===== src/rtl/cpu_pkg.sv =====
// Shared types and sizes for the operand-fetch slice of the pipeline.
package cpu_pkg;
    localparam int unsigned NREGS   = 16;
    localparam int unsigned IDX_W   = 4;
    localparam int unsigned WORD_W  = 32;
    localparam int unsigned OP_W    = 8;
    localparam int unsigned STALL_W = 16;

    typedef logic [IDX_W-1:0]  reg_idx_t;
    typedef logic [WORD_W-1:0] word_t;
    typedef logic [OP_W-1:0]   op_t;
endpackage


===== src/rtl/reg_scoreboard.sv =====
// Busy mask for in-flight register writes, with writeback-aware hot queries
// for four register indexes. Register 0 is never busy.
module reg_scoreboard #(
    parameter int unsigned NREGS = 16
) (
    input  logic                     clk,
    input  logic                     rst_async,
    input  logic                     clr_valid,
    input  cpu_pkg::reg_idx_t        clr_index,
    input  logic                     set_valid,
    input  cpu_pkg::reg_idx_t        set_index,
    input  cpu_pkg::reg_idx_t [3:0]  q_index,
    output logic [3:0]               hot
);
    import cpu_pkg::*;

    logic [NREGS-1:0] busy_q;
    logic [NREGS-1:0] busy_d;

    // Clear first, then set, so a same-cycle set on the cleared index wins.
    always_comb begin
        busy_d = busy_q;
        if (clr_valid) begin
            busy_d[clr_index] = 1'b0;
        end
        if (set_valid && (set_index != '0)) begin
            busy_d[set_index] = 1'b1;
        end
        busy_d[0] = 1'b0;
    end

    always_comb begin
        hot = '0;
        for (int i = 0; i < 4; i++) begin
            hot[i] = busy_q[q_index[i]] && (q_index[i] != '0)
                     && !(clr_valid && (clr_index == q_index[i]));
        end
    end

    always_ff @(posedge clk or posedge rst_async) begin
        if (rst_async) begin
            busy_q <= '0;
        end else begin
            busy_q <= busy_d;
        end
    end
endmodule


===== src/rtl/operand_fetch.sv =====
// Operand fetch stage: hazard check against the scoreboard, writeback bypass
// into the operands, and a single registered issue slot towards execute.
module operand_fetch #(
    parameter int unsigned OP_W  = 8,
    parameter int unsigned NREGS = 16
) (
    input  logic                            clk,
    input  logic                            rst_async,
    input  logic                            in_valid,
    output logic                            in_ready,
    input  logic [OP_W-1:0]                 in_op,
    input  cpu_pkg::reg_idx_t               in_dst,
    input  cpu_pkg::reg_idx_t               in_src_a,
    input  cpu_pkg::reg_idx_t               in_src_b,
    input  cpu_pkg::reg_idx_t               in_src_c,
    input  logic                            in_writes,
    output cpu_pkg::reg_idx_t               rf_a_index,
    output cpu_pkg::reg_idx_t               rf_b_index,
    output cpu_pkg::reg_idx_t               rf_c_index,
    input  cpu_pkg::word_t                  rf_a,
    input  cpu_pkg::word_t                  rf_b,
    input  cpu_pkg::word_t                  rf_c,
    input  logic                            wb_valid,
    input  cpu_pkg::reg_idx_t               wb_index,
    input  cpu_pkg::word_t                  wb_data,
    output logic                            out_valid,
    input  logic                            out_ready,
    output logic [OP_W-1:0]                 out_op,
    output cpu_pkg::reg_idx_t               out_dst,
    output logic                            out_writes,
    output cpu_pkg::word_t                  out_a,
    output cpu_pkg::word_t                  out_b,
    output cpu_pkg::word_t                  out_c,
    output logic [cpu_pkg::STALL_W-1:0]     stall_cycles
);
    import cpu_pkg::*;

    logic [3:0] hot;
    logic       hazard;
    logic       accept;

    logic                out_valid_q,  out_valid_d;
    logic [OP_W-1:0]     out_op_q,     out_op_d;
    reg_idx_t            out_dst_q,    out_dst_d;
    logic                out_writes_q, out_writes_d;
    word_t               out_a_q,      out_a_d;
    word_t               out_b_q,      out_b_d;
    word_t               out_c_q,      out_c_d;
    logic [STALL_W-1:0]  stall_q,      stall_d;

    function automatic word_t pick(input reg_idx_t src, input word_t rf,
                                   input logic wbv, input reg_idx_t wbi,
                                   input word_t wbd);
        if (src == '0) begin
            return '0;
        end
        if (wbv && (wbi == src)) begin
            return wbd;
        end
        return rf;
    endfunction

    assign rf_a_index = in_src_a;
    assign rf_b_index = in_src_b;
    assign rf_c_index = in_src_c;

    reg_scoreboard #(.NREGS(NREGS)) u_sb (
        .clk       (clk),
        .rst_async (rst_async),
        .clr_valid (wb_valid),
        .clr_index (wb_index),
        .set_valid (accept && in_writes),
        .set_index (in_dst),
        .q_index   ({in_dst, in_src_c, in_src_b, in_src_a}),
        .hot       (hot)
    );

    // Destination hotness only matters for instructions that write (WAW).
    assign hazard   = in_valid && (hot[0] || hot[1] || hot[2] || (in_writes && hot[3]));
    assign in_ready = !hazard && (!out_valid_q || out_ready);
    assign accept   = in_valid && in_ready;

    always_comb begin
        out_valid_d  = out_valid_q;
        out_op_d     = out_op_q;
        out_dst_d    = out_dst_q;
        out_writes_d = out_writes_q;
        out_a_d      = out_a_q;
        out_b_d      = out_b_q;
        out_c_d      = out_c_q;
        stall_d      = stall_q;
        if (accept) begin
            out_valid_d  = 1'b1;
            out_op_d     = in_op;
            out_dst_d    = in_dst;
            out_writes_d = in_writes;
            out_a_d      = pick(in_src_a, rf_a, wb_valid, wb_index, wb_data);
            out_b_d      = pick(in_src_b, rf_b, wb_valid, wb_index, wb_data);
            out_c_d      = pick(in_src_c, rf_c, wb_valid, wb_index, wb_data);
        end else if (out_ready) begin
            out_valid_d = 1'b0;
        end
        if (hazard && (stall_q != {STALL_W{1'b1}})) begin
            stall_d = stall_q + STALL_W'(1);
        end
    end

    always_ff @(posedge clk or posedge rst_async) begin
        if (rst_async) begin
            out_valid_q  <= 1'b0;
            out_op_q     <= '0;
            out_dst_q    <= '0;
            out_writes_q <= 1'b0;
            out_a_q      <= '0;
            out_b_q      <= '0;
            out_c_q      <= '0;
            stall_q      <= '0;
        end else begin
            out_valid_q  <= out_valid_d;
            out_op_q     <= out_op_d;
            out_dst_q    <= out_dst_d;
            out_writes_q <= out_writes_d;
            out_a_q      <= out_a_d;
            out_b_q      <= out_b_d;
            out_c_q      <= out_c_d;
            stall_q      <= stall_d;
        end
    end

    assign out_valid    = out_valid_q;
    assign out_op       = out_op_q;
    assign out_dst      = out_dst_q;
    assign out_writes   = out_writes_q;
    assign out_a        = out_a_q;
    assign out_b        = out_b_q;
    assign out_c        = out_c_q;
    assign stall_cycles = stall_q;
endmodule


===== config.mk =====
export PLATFORM = sky130hd
export DESIGN_NAME = operand_fetch
export DESIGN_NICKNAME = d
export VERILOG_FILES = /design/src/rtl/cpu_pkg.sv /design/src/rtl/reg_scoreboard.sv /design/src/rtl/operand_fetch.sv
export SDC_FILE = /design/constraint.sdc
export NUM_CORES = 1
export LEC_CHECK = 0
export ABC_AREA = 1
export ABC_CLOCK_PERIOD_IN_PS = 14500
export CAP_MARGIN = 20
export CORE_MARGIN = 1
export CORE_UTILIZATION = 49
export CTS_BUF_LIST = sky130_fd_sc_hd__clkbuf_16
export DETAILED_ROUTE_END_ITERATION = 8
export PLACE_DENSITY_LB_ADDON = 0.05
export SLEW_MARGIN = 20
export SYNTH_ARGS = -nofsm -noshare
export SYNTH_HDL_FRONTEND = slang
export SYNTH_SLANG_ARGS = --single-unit
export TNS_END_PERCENT = 1

===== constraint.sdc =====
create_clock -name clk -period 14.5 [get_ports clk]
set_input_delay 2.9 -clock clk [delete_from_list [all_inputs] [get_ports clk]]
set_output_delay 2.9 -clock clk [all_outputs]
set_load 0.05 [all_outputs]

==> run summary <==
Synth cell types -> 26
Fmax -> 0.106 GHz
# H-tree levels -> 4
Filler instances -> 1,281
# setup viols final -> 0
Hold Worst Slack -> 479 ps
Layout Skew -> 7.72 ps
DRT iter0 DRCs -> 697
Syn Inst Count -> 1,167
Routed WL -> 29,200 um
Top Ports -> 301
Worst-case clock buffer depth -> 2
Leak -> 0.00581 uW
Worst setup EP type -> output port
Sw Pwr -> 871 uW
Clock Sinks -> 141
Worst skew pair latency -> 430 ps
Worst slew pin tran -> 1130 ps
First-pass GRT wire length -> 43,800 um
Top cell type's share of synthesized area -> 0.433
Logic pwr share -> 0.473
Aggregate global-route resource usage -> 0.342
Final period util -> 0.653
Share of cells above drive strength 1 -> 0.0593
Synth Cell Area -> 0.00816 sq mm
Vias in the first global route -> 8,085
Setup crit start kind -> input port
FF+latch count, synth -> 141
Rel. slew slack -> 0.244
DIE AREA -> 0.0172 sq mm
Num rows -> 46
CTS tree -> built
CP max FO -> 33
GPL Wtd Cong -> 0.951
Post-CTS Setup Inserts -> 0
Nets -> 1,583
DR WL/cell -> 17.7 um
GRT Residual Overflow -> 0
Sequential share of power -> 0.303
Die width -> 131 um
Yosys top cell by area -> dfrtp_1
Power Density -> 165 mW/mm^2
I/O Buffers -> 300
Endpoints failing hold -> 0
Seq/Total Area, Yosys -> 0.433
Total Power -> 1930 uW
Crit path arrival time -> 6570 ps
Multi-input logic area -> 0.00403 sq mm
DIE HEIGHT -> 131 um
Vias -> 8,744
Detail Placement HPWL -> 20,600 um
Most frequent cells in the layout -> 583 x nand2_1, 300 x clkdlybuf4s50_1, 152 x nand3_1
Pin count of the biggest net entering global routing -> 105
Clk slew on worst S/H paths -> 60 ps
Residual DRC -> 0
Minimum clock period after layout -> 9470 ps
Starting Density -> 0.508
Worst min path class -> flip-flop to flip-flop
Setup TNS -> 0 ps
Hold_buf cts -> 0
Root buf cell -> clkbuf_16
Required @ worst endpoint -> 11,600 ps
Core Area -> 0.0161 sq mm
CTS buffer count -> 17
Area growth, synth to finish -> 43.2%
# Max-Cap Violations -> 0
Sequential cell area -> 0.00353 sq mm
FF-to-FF setup slack -> 11,440 ps
Synthesized net count -> 1,330
Most common cell after layout, fill and taps aside -> nand2_1
PostCTS Resize Cnt -> 0
Crit Path Class -> input port to output port
Slew Limit Fails -> 0
Internal Power -> 1050 uW
Clock share of power -> 0.224
First-pass DRT Iterations -> 5
Status -> finished, final reports clean
Switching Share -> 0.452
Peak VDD IR -> 0.117 mV
Ranking of synthesized cells by area -> dfrtp_1 43%, nand2_1 27%, nand3_1 9.4%, mux2_2 4.4%, inv_1 2.2%
Syn_area_per_cell -> 6.99 sq um
Ys Warns -> 0
Drt via density -> 5.30
Antenna violations before repair -> 1
RSZ-0062 raised after global routing -> false
Post-route ant nets -> 0
path summary, 6_finish.rpt:
kind / start / to / depth (start not counted)
worst max-delay path: in_src_c[0] / in_ready / 11
worst min-delay path: out_c[19]$_DFFE_PP0P_ / out_c[19]$_DFFE_PP0P_ / 2
worst max register to register: u_sb.busy_q[11]$_DFF_PP0_ / out_a[5]$_DFFE_PP0P_ / 14
worst min register to register: out_c[19]$_DFFE_PP0P_ / out_c[19]$_DFFE_PP0P_ / 2
max in group asynchronous: rst_async / out_b[8]$_DFFE_PP0P_ / 3
min in group asynchronous: rst_async / stall_cycles[1]$_DFFE_PP0P_ / 2
stage by stage:
| stage | util | setup slack [ps] | cell area, sq um | instances |
|---|---|---|---|---|
| 6_report | 0.727 | 5030 | 11700 | 1650 |
| 5_1_grt | 0.727 | 4760 | 11700 | 1649 |
| 4_1_cts | 0.727 | 5050 | 11700 | 1649 |
| 3_5_place_dp | 0.691 | 5070 | 11100 | 1617 |
| 3_3_place_gp | 0.691 | 5140 | 11100 | 1617 |
| 2_1_floorplan | - | 6950 | 8160 | 1167 |
area by class of cell:
cell class / instances / share of cell area
inverter: 61 / 0.0201
tap: 216 / 0.0231
timing repair buffer: 305 / 0.260
clock buffer: 17 / 0.0364
clock inverter: 15 / 0.0128
sequential: 141 / 0.302
antenna: 1 / 0.000214
multi-input combinational: 894 / 0.345
cell usage after synthesis:
cell	instances
a21boi_0	1
a21oi_1	2
buf_2	22
buf_4	12
buf_6	7
clkbuf_1	30
dfrtp_1	141
ha_1	1
inv_1	48
inv_2	13
mux2_2	32
nand2_1	583
nand2_2	1
nand3_1	154
nand3_2	1
nand4_1	5
nor2_1	40
nor2_2	2
nor3_1	7
o211ai_1	3
o21ai_0	29
o21ai_1	9
o22ai_1	2
o31ai_1	4
xnor2_1	10
xor2_1	8
flip-flops by register name, indices dropped and copies added (netlist names):
| register | cells |
|---|---|
| out_writes | 1 |
| out_c | 32 |
| u_sb.busy_q | 15 |
| out_valid | 1 |
| stall_cycles | 16 |
| out_a | 32 |
| out_dst | 4 |
| out_op | 8 |
| out_b | 32 |
metal layers:
layer,share of wire,vias to the layer above,wire [um],track usage
li1,-,4190,-,-
met3,0.091,77,2670,0.0879
met4,0.039,0,1140,0.146
met1,0.41,4042,12000,0.439
met5,0,-,0,0
met2,0.46,435,13400,0.546
worst max-delay path: stages:
cell	delay [ps]
clkdlybuf4s50_1	640
inv_1	310
nand3_2	640
nand2_1	280
inv_2	290
nand3_1	200
nand2_1	90
nor2_2	180
nor2_1	100
a21oi_1	120
clkdlybuf4s50_1	810
cell families after synthesis:
| family | share of synthesized area |
|---|---|
| xor+xnor | 0.0193 |
| simple gates | 0.393 |
| compound gates | 0.0334 |
| buf+inv | 0.0761 |
| flops | 0.433 |
| mux | 0.0442 |
| fa+ha+maj | 0.00153 |
power by group through the flow:
stage / clock network [uW] / logic [uW] / registers (uW)
after detailed placement: 0 / 909 / 585
after floorplan: 0 / 200 / 950
after CTS: 434 / 912 / 582
after global placement: 0 / 902 / 583
after global routing: 451 / 963 / 597
final: 431 / 910 / 584
Power figures use the tool's default switching activity.
